===== src/rtl/orion_types.sv =====
// Shared types for the orion memory path.
//   ADDRW / XLEN / MASKW : address, data and byte-mask widths
//   arb_state_t          : mem_arbiter FSM state
//   arb_gnt_e            : which requester holds (or last held) the shared port
//   mem_req_t            : one captured memory request (the holding register)
package orion_types;

    localparam int ADDRW = 32;
    localparam int XLEN  = 32;
    localparam int MASKW = XLEN / 8;

    typedef enum logic [1:0] {
        IDLE  = 2'd0,
        GNT_I = 2'd1,
        GNT_D = 2'd2
    } arb_state_t;

    typedef enum logic {
        IMEM = 1'b0,
        DMEM = 1'b1
    } arb_gnt_e;

    typedef struct packed {
        logic [ADDRW-1:0] addr;
        logic [XLEN-1:0]  wdata;
        logic [MASKW-1:0] mask;
        logic             we;
    } mem_req_t;

endpackage


===== src/rtl/rr_arb2.sv =====
// Two-input combinational round-robin picker.
//   req[1:0] : request vector, bit 0 = imem, bit 1 = dmem
//   last     : requester granted most recently
//   gnt[1:0] : one-hot grant (all zero when nothing requests)
module rr_arb2
    import orion_types::*;
(
    input  logic [1:0] req,
    input  arb_gnt_e   last,
    output logic [1:0] gnt
);

    always_comb begin
        gnt = 2'b00;
        case (req)
            2'b01:   gnt = 2'b01;
            2'b10:   gnt = 2'b10;
            // On a conflict the side that did not win last time goes first.
            2'b11:   gnt = (last == IMEM) ? 2'b10 : 2'b01;
            default: gnt = 2'b00;
        endcase
    end

endmodule


===== src/rtl/mem_arbiter.sv =====
// Shares one memory port between the instruction-fetch (imem) and data (dmem)
// ports of the core. A granted request is captured in a holding register and
// presented on the mem_* port until mem_resp_i; the response is then routed
// back combinationally to the winner.
//   clk_i, rst_i      : clock, synchronous active-high reset
//   imem_*            : fetch request in, fetch data / done pulse out
//   dmem_*            : load/store request in, load data / done pulse out
//   mem_*_o           : shared port request (registered)
//   mem_rdata_i/resp_i: shared port response
//
// state | meaning
// ------+-------------------------------------------------------------
// IDLE  | no transaction outstanding; arbitration happens only here
// GNT_I | imem request on the shared port, waiting for mem_resp_i
// GNT_D | dmem request on the shared port, waiting for mem_resp_i
module mem_arbiter
    import orion_types::*;
(
    input  logic             clk_i,
    input  logic             rst_i,

    input  logic [ADDRW-1:0] imem_addr_i,
    input  logic             imem_valid_i,
    output logic [XLEN-1:0]  imem_rdata_o,
    output logic             imem_resp_o,

    input  logic [ADDRW-1:0] dmem_addr_i,
    input  logic [XLEN-1:0]  dmem_wdata_i,
    input  logic [MASKW-1:0] dmem_mask_i,
    input  logic             dmem_we_i,
    input  logic             dmem_valid_i,
    output logic [XLEN-1:0]  dmem_rdata_o,
    output logic             dmem_resp_o,

    output logic [ADDRW-1:0] mem_addr_o,
    output logic [XLEN-1:0]  mem_wdata_o,
    output logic [MASKW-1:0] mem_mask_o,
    output logic             mem_we_o,
    output logic             mem_valid_o,
    input  logic [XLEN-1:0]  mem_rdata_i,
    input  logic             mem_resp_i
);

    arb_state_t state;
    arb_gnt_e   last_gnt;
    mem_req_t   req_q;
    logic [1:0] gnt;

    rr_arb2 u_rr_arb2 (
        .req  ({dmem_valid_i, imem_valid_i}),
        .last (last_gnt),
        .gnt  (gnt)
    );

    always_ff @(posedge clk_i) begin
        if (rst_i) begin
            state    <= IDLE;
            last_gnt <= IMEM;
            req_q    <= '0;
        end else begin
            case (state)
                IDLE: begin
                    // A stray mem_resp_i here is ignored: only gnt matters.
                    if (gnt[0]) begin
                        req_q.addr  <= imem_addr_i;
                        req_q.wdata <= '0;
                        req_q.mask  <= '1;
                        req_q.we    <= 1'b0;
                        last_gnt    <= IMEM;
                        state       <= GNT_I;
                    end else if (gnt[1]) begin
                        req_q.addr  <= dmem_addr_i;
                        req_q.wdata <= dmem_wdata_i;
                        req_q.mask  <= dmem_mask_i;
                        req_q.we    <= dmem_we_i;
                        last_gnt    <= DMEM;
                        state       <= GNT_D;
                    end
                end
                // Requester valid is not looked at while granted, so a dropped
                // valid still completes and a valid in the resp cycle waits
                // for the following IDLE cycle.
                GNT_I, GNT_D: begin
                    if (mem_resp_i) begin
                        state <= IDLE;
                    end
                end
                default: state <= IDLE;
            endcase
        end
    end

    // Shared port comes straight from flops: no path from requester inputs.
    assign mem_valid_o = (state != IDLE);
    assign mem_addr_o  = req_q.addr;
    assign mem_wdata_o = req_q.wdata;
    assign mem_mask_o  = req_q.mask;
    assign mem_we_o    = req_q.we;

    assign imem_resp_o  = (state == GNT_I) && mem_resp_i;
    assign dmem_resp_o  = (state == GNT_D) && mem_resp_i;
    assign imem_rdata_o = imem_resp_o ? mem_rdata_i : '0;
    assign dmem_rdata_o = dmem_resp_o ? mem_rdata_i : '0;

endmodule

===== config.mk =====
export PLATFORM = sky130hd
export DESIGN_NAME = mem_arbiter
export DESIGN_NICKNAME = d
export VERILOG_FILES = /design/src/rtl/orion_types.sv /design/src/rtl/rr_arb2.sv /design/src/rtl/mem_arbiter.sv
export SDC_FILE = /design/constraint.sdc
export NUM_CORES = 1
export LEC_CHECK = 0
export BUFFER_PORTS_ARGS = -buffer_cell sky130_fd_sc_hd__clkbuf_2
export CAP_MARGIN = 0
export CELL_PAD_IN_SITES_DETAIL_PLACEMENT = 2
export CELL_PAD_IN_SITES_GLOBAL_PLACEMENT = 2
export CORE_MARGIN = 2
export CORE_UTILIZATION = 20
export CTS_BUF_LIST = sky130_fd_sc_hd__clkbuf_4 sky130_fd_sc_hd__clkbuf_8
export DETAILED_ROUTE_END_ITERATION = 7
export GPL_TIMING_DRIVEN = 1
export PLACE_DENSITY_LB_ADDON = 0.1
export SLEW_MARGIN = 25
export SYNTH_ARGS = -nofsm -noshare
export SYNTH_HDL_FRONTEND = slang
export SYNTH_SLANG_ARGS = --single-unit

===== constraint.sdc =====
create_clock -name clk_i -period 2.05 [get_ports clk_i]
set_input_delay 0.1025 -clock clk_i [delete_from_list [all_inputs] [get_ports clk_i]]
set_output_delay 0.1025 -clock clk_i [all_outputs]
set_load 0.05 [all_outputs]

==> run_results.csv, run 1 <==
group,metric,value,unit
place,port_buffers,273,
job,cap_violations,0,
setup_path,start_kind,"register",
power,p_per_area,809,nW/µm²
global_route,antenna_found_initial,0,
timing,tightestPinTransition,0.693,ns
die,core_area,17100,µm²
clock_tree,clock-sinks,72,
setup_path,regToRegSetupSlack,0.19,ns
die,die-area,18300,µm²
cells_and_area,mostFrequentLayoutCell,"clkbuf_2",
clock_tree,cts_buffers,9,
power,seq_power_share,34.9,%
timing,slew_headroom,53.8,%
timing,setup_viol,0,
route,drtPass1Iterations,4,
power,power.internal,2.69,mW
timing,holdWs,0.0232,ns
timing,fin_crit_sh,91.7,%
cells_and_area,antenna_cells,0,
min_path,hold_class,"primary input to register",
power,p_sw,2.03,mW
timing,finClkSkew,0.0191,ns
clock_tree,cts_buffer_depth,2,
yosys,synth.cell_area,3460,µm²
yosys,synthCells,418,
timing,rsz0062_at_grt,"false",
clock_tree,cts_resized,0,
setup_path,worstPathArrival,1.78,ns
route,ant_nets,0,
place,place_area,5060,µm²
timing,slew_violations,0,
route,drt_iter0_drc,157,
route,drc,0,
cells_and_area,layout-drive-gt1-share,42.4,%
global_route,grt_max_degree,73,
min_path,holdPathEnd,"mem_addr_o[20]",
power,ir_worst_vdd,0.298,mV
setup_path,critical_path_required,1.95,ns
clock_tree,cts_root_buf,"clkbuf_8",
global_route,grt_first_pass_wirelength,26.2,mm
yosys,synth_seq_area_share,41.7,%
route,drt-total-wl,17.3,mm
cells_and_area,final_cell_area,5840,µm²
setup_path,end_kind,"primary output",
route,num_vias,4562,
timing,setup_tns,0,ns
cells_and_area,nNetsFinal,865,
clock_tree,clk_latency,0.37,ns
min_path,hold_path_depth,3,
power,switching_share,43.0,%
run_status,run_status,"finished, final reports clean",
setup_path,timing.rr.start,"state[1]",
yosys,synth_seq_cells,72,
timing,clock.fmax,532,MHz
setup_path,cp_max_fo,33,
clock_tree,tritoncts,"yes",
setup_path,worstRegToRegCells,6,
yosys,synth.net_count,559,
die,die_h,135,µm
cells_and_area,final_util,34.1,%
cells_and_area,final_cell_mix,"clkbuf_2, dfxtp_1, nor2_1, and3_1, dlygate4sd3_1",
yosys,yosysWarnings,0,
global_route,grt_pass1_vias,4900,
die,die_w,135,µm
yosys,yosysUniqueCellTypes,26,
power,finalPower,4.72,mW
timing,fin_crit,1.88,ns
power,comb_power_share,39.2,%
global_route,gr-total-overflow,0,
global_route,grt_use_total,18.2,%
setup_path,regToRegEndpoint,"mem_addr_o[4]",
place,place.gp.congestion,0.787,
clock_tree,h-tree-depth,3,
die,io-pin-count,274,
setup_path,critPathKind,"register to primary output",
power,clock_power_share,25.9,%
die,rows,48,
route,wire_per_inst,18.1,µm
route,via_per_inst,4.78,
die,start_util,20.2,%
min_path,hold_start,"dmem_addr_i[20]",
power,p_leak,2.99,nW
cells_and_area,area_growth,68.9,%
timing,hold_viol,0,
clock_tree,clk_pin_slew_worst_paths,0.10,ns
yosys,synth_area_per_cell,8.27,µm²
place,dp_hpwl,12.4,mm
[state kept, by name, indices dropped and copies added, names as in the netlist]
name,count
mem_addr_o,32
mem_wdata_o,32
mem_mask_o,4
state,2
last_gnt,1
mem_we_o,1
[Yosys cell counts, drive strengths merged]
cell type | count | area, µm²
nand4 | 1 | 6.26
ha | 3 | 37.5
o32ai | 4 | 35.0
and2 | 4 | 25.0
nor2b | 1 | 6.26
a211oi | 1 | 12.5
nor3b | 1 | 7.51
nor2 | 70 | 263
dfxtp | 72 | 1440
a311oi | 32 | 280
inv | 4 | 15.0
a32oi | 33 | 289
nand2b | 2 | 12.5
o21ai | 35 | 179
nand3 | 33 | 165
o21a | 1 | 8.76
buf | 28 | 156
and3 | 64 | 400
and2b | 1 | 7.51
clkbuf | 24 | 90.1
a21oi | 2 | 10.0
nand2 | 2 | 7.51
[critical path, cell delays in order (launching register included)]
cell,delay [ns]
dfxtp_1,0.34
inv_1,0.08
ha_1,0.16
buf_4,0.29
and3_1,0.22
clkbuf_2,0.29
[cell families after synthesis]
family | count (synthesis) | synth area share, %
compound gates | 108 | 23.6
fa+ha+maj | 3 | 1.09
buf+inv | 56 | 7.57
flops | 72 | 41.7
simple gates | 179 | 26.1
[power groups by stage]
stage                     Combinational [mW]  Clock (mW)  Sequential [mW]
after global routing                    1.98        1.33             1.67
final                                   1.85        1.22             1.65
after floorplan                        0.713           0             2.18
after global placement                  1.73           0             1.67
after CTS                               1.87        1.28             1.65
after detailed placement                1.77           0             1.68
[worst max path at each step]
| stage | slack [ns] | depth (start not counted) | end | from |
|---|---|---|---|---|
| 6_report | 0.17 | 5 | dmem_rdata_o[7] | state[0] |
| 5_1_grt | 0.04 | 6 | mem_addr_o[2] | state[0] |
| 4_1_cts | 0.12 | 5 | dmem_rdata_o[11] | state[0] |
| 3_5_place_dp | 0.26 | 6 | mem_addr_o[4] | state[1] |
| 3_3_place_gp | 0.40 | 6 | mem_addr_o[13] | state[0] |
| 2_1_floorplan | 0.57 | 7 | mem_wdata_o[10] | state[0] |
[stage by stage]
stage,setup slack (ns),instances
after global routing,0.0363,954
after CTS,0.119,954
after detailed placement,0.256,881
after global placement,0.396,881
final,0.171,954
after floorplan,0.569,418
[metal layers]
metal	global-route usage (%)	wire length, µm	share of wire (%)
met5	0	0	0
met4	6.19	391	2.3
met3	5.31	1220	7.0
met2	33.2	8810	51
met1	20.2	6870	40
[layout make-up]
cell class | count | area, µm²
fill | 2057 | 11300
timing repair buffer | 347 | 2140
multi-input combinational | 290 | 1750
sequential | 72 | 1440
tap | 225 | 282
clock buffer | 9 | 124
clock inverter | 7 | 83.8
inverter | 4 | 15.0
[timing repair]
action / 4_1_cts / 5_1_grt
hold endpoints to repair: 48 / 0
setup buffers: 0 / 0
setup endpoints to repair: 0 / 0
hold buffers: 57 / 0
(Power assumes the default switching activity.)
==> run 2: changes to the inputs <==
CORE_UTILIZATION = 21   (was 20)
SYNTH_HIERARCHICAL = 1   (was not set)
==> run_results.csv, run 2 <==
group,metric,value,unit
timing,rsz0062_at_grt,"false",
route,drt_iter0_drc,100,
global_route,antenna_found_initial,1,
yosys,synth_area_per_cell,8.56,µm²
clock_tree,cts_buffer_depth,2,
power,p_per_area,969,nW/µm²
clock_tree,clk_latency,0.37,ns
min_path,hold_path_depth,3,
yosys,synthCells,411,
cells_and_area,layout-drive-gt1-share,43.1,%
route,wl_met3,1.28,mm
global_route,grt_first_pass_wirelength,24.8,mm
setup_path,start_kind,"register",
run_status,run_status,"finished, final reports clean",
yosys,synth_most_common_cell,"dfxtp_1",
place,dp_hpwl,11.2,mm
route,top_layer_used,"met4",
route,ant_nets,0,
place,place_area,5100,µm²
die,start_util,21.4,%
cells_and_area,nNetsFinal,842,
setup_path,worstRegToRegCells,6,
yosys,yosysTopAreaCell,"dfxtp_1",
yosys,synth_seq_cells,72,
cells_and_area,mostFrequentLayoutCell,"clkbuf_2",
setup_path,end_kind,"primary output",
min_path,hold_start,"dmem_mask_i[2]",
timing,slew_violations,0,
yosys,synth_top_area_share,41.0,%
yosys,synth.area.top_cells,"dfxtp_1, and3_1, mux2i_1",
power,switching_share,45.8,%
timing,finClkSkew,0.0156,ns
yosys,synth_seq_area_share,41.0,%
die,die_w,133,µm
power,comb_power_share,45.9,%
die,die_h,133,µm
setup_path,critPathKind,"register to primary output",
clock_tree,clock-sinks,72,
setup_path,timing.rr.start,"state[0]",
power,seq_power_share,31.8,%
route,route.met2.wl,8.13,mm
min_path,holdPathEnd,"mem_mask_o[2]",
cells_and_area,final_util,34.4,%
die,core_area,16500,µm²
route,drc,0,
power,finalPower,5.50,mW
yosys,yosysUniqueCellTypes,25,
place,place.gp.congestion,0.708,
global_route,grt_max_degree,73,
yosys,ys.flop_type,"dfxtp_1",
die,die-area,17800,µm²
yosys,yosysWarnings,6,
timing,fin_crit,1.87,ns
clock_tree,clk_pin_slew_worst_paths,0.08,ns
global_route,gr-total-overflow,0,
setup_path,cp_max_fo,33,
timing,tightestPinTransition,0.512,ns
timing,slew_headroom,65.9,%
route,wire_per_inst,16.9,µm
yosys,synthArstFlopShare,0,%
global_route,grt_pass1_vias,4584,
clock_tree,cts_resized,0,
route,num_vias,4260,
yosys,synth_top_cells_by_count,"dfxtp_1, and3_1, nor2_1",
min_path,hold_class,"primary input to register",
job,cap_violations,0,
clock_tree,h-tree-depth,3,
timing,fin_crit_sh,91.0,%
timing,setup_viol,0,
clock_tree,cts_root_buf,"clkbuf_8",
yosys,synth-edff-count,0,
power,p_leak,2.96,nW
power,ir_worst_vdd,0.315,mV
timing,setup_tns,0,ns
die,io-pin-count,274,
power,power.internal,2.98,mW
global_route,grt_use_total,17.6,%
setup_path,worstPathArrival,1.76,ns
clock_tree,tritoncts,"yes",
setup_path,regToRegEndpoint,"mem_addr_o[11]",
yosys,synth.net_count,553,
cells_and_area,final_cell_mix,"clkbuf_2, dfxtp_1, and3_1, nor2_1, dlygate4sd3_1",
timing,hold_viol,0,
die,rows,47,
power,p_sw,2.52,mW
cells_and_area,area_growth,61.2,%
place,port_buffers,273,
setup_path,regToRegSetupSlack,0.40,ns
cells_and_area,final_cell_area,5670,µm²
route,drt-total-wl,15.6,mm
route,via_per_inst,4.60,
setup_path,critical_path_required,1.95,ns
yosys,synth.cell_area,3520,µm²
clock_tree,cts_buffers,9,
power,clock_power_share,22.3,%
timing,clock.fmax,536,MHz
route,m1WireLength,6.04,mm
route,drtPass1Iterations,4,
## run 2: cell types whose count changed in the layout (fill, tap and decap cells not counted), sizes merged, moves of 33 or more
| cell | previous run | this run |
|---|---|---|
| nor2 | 70 | 37 |
| a21oi | 2 | 35 |
| nand3b | 0 | 34 |
| a32oi | 33 | 0 |
| nand3 | 33 | 0 |
## run 2: layer usage
metal / track usage, % / up-vias
met2: 32.6 / 163
li1: - / 2027
met1: 18.7 / 2056
met5: 0 / -
met3: 6.32 / 14
met4: 5.08 / 0
## run 2: worst max-delay path, cell delays in order (launching register included)
cell      delay (ns)
dfxtp_1         0.34
inv_1           0.12
ha_1            0.17
buf_4           0.27
and3_1          0.22
clkbuf_2        0.28
## run 2: worst max-delay path by stage
stage	start	endpoint	slack, ns
global route	state[0]	dmem_rdata_o[13]	0.01
finish	state[0]	dmem_rdata_o[13]	0.18
detailed placement	last_gnt	mem_addr_o[28]	0.38
CTS	state[0]	dmem_rdata_o[13]	0.13
floorplan	state[0]	state[1]	0.54
global placement	last_gnt	mem_addr_o[31]	0.46
## run 2: repair_timing
item	in CTS	in global routing
hold buffers	36	0
setup buffers	0	0
endpoints found under the hold margin	36	0
## run 2: cell type report
class	instances	area, µm²
tap	220	275
antenna	1	2.50
clock inverter	4	51.3
multi-input combinational	292	1860
timing repair buffer	321	1870
sequential	72	1440
inverter	4	15.0
clock buffer	12	159
fill	1978	10800
## run 2: cells by family (layout without fill, tap and decap cells)
kind of cell / Yosys count / after routing / share of synthesized area [%]
other cells: 0 / 1 / 0
buf+inv: 47 / 341 / 6.93
compound gates: 74 / 74 / 13.2
fa+ha+maj: 4 / 4 / 1.42
simple gates: 182 / 182 / 28.4
mux: 32 / 32 / 9.10
flops: 72 / 72 / 41.0
## run 2: stage by stage
stage          std cells  setup slack (ns)  hold WS (ns)
2_1_floorplan        411             0.540         0.266
3_3_place_gp         873             0.461         0.356
3_5_place_dp         873             0.382         0.365
4_1_cts              925             0.132        0.0160
5_1_grt              926            0.0128        0.0437
6_report             926             0.184        0.0339
## run 2: power groups by stage
stage	sequential, mW	clock [mW]	combinational, mW
after floorplan	2.51	0	1.05
after global placement	1.76	0	2.45
after detailed placement	1.78	0	2.50
after CTS	1.75	1.29	2.57
after global routing	1.78	1.35	2.71
final	1.75	1.23	2.52
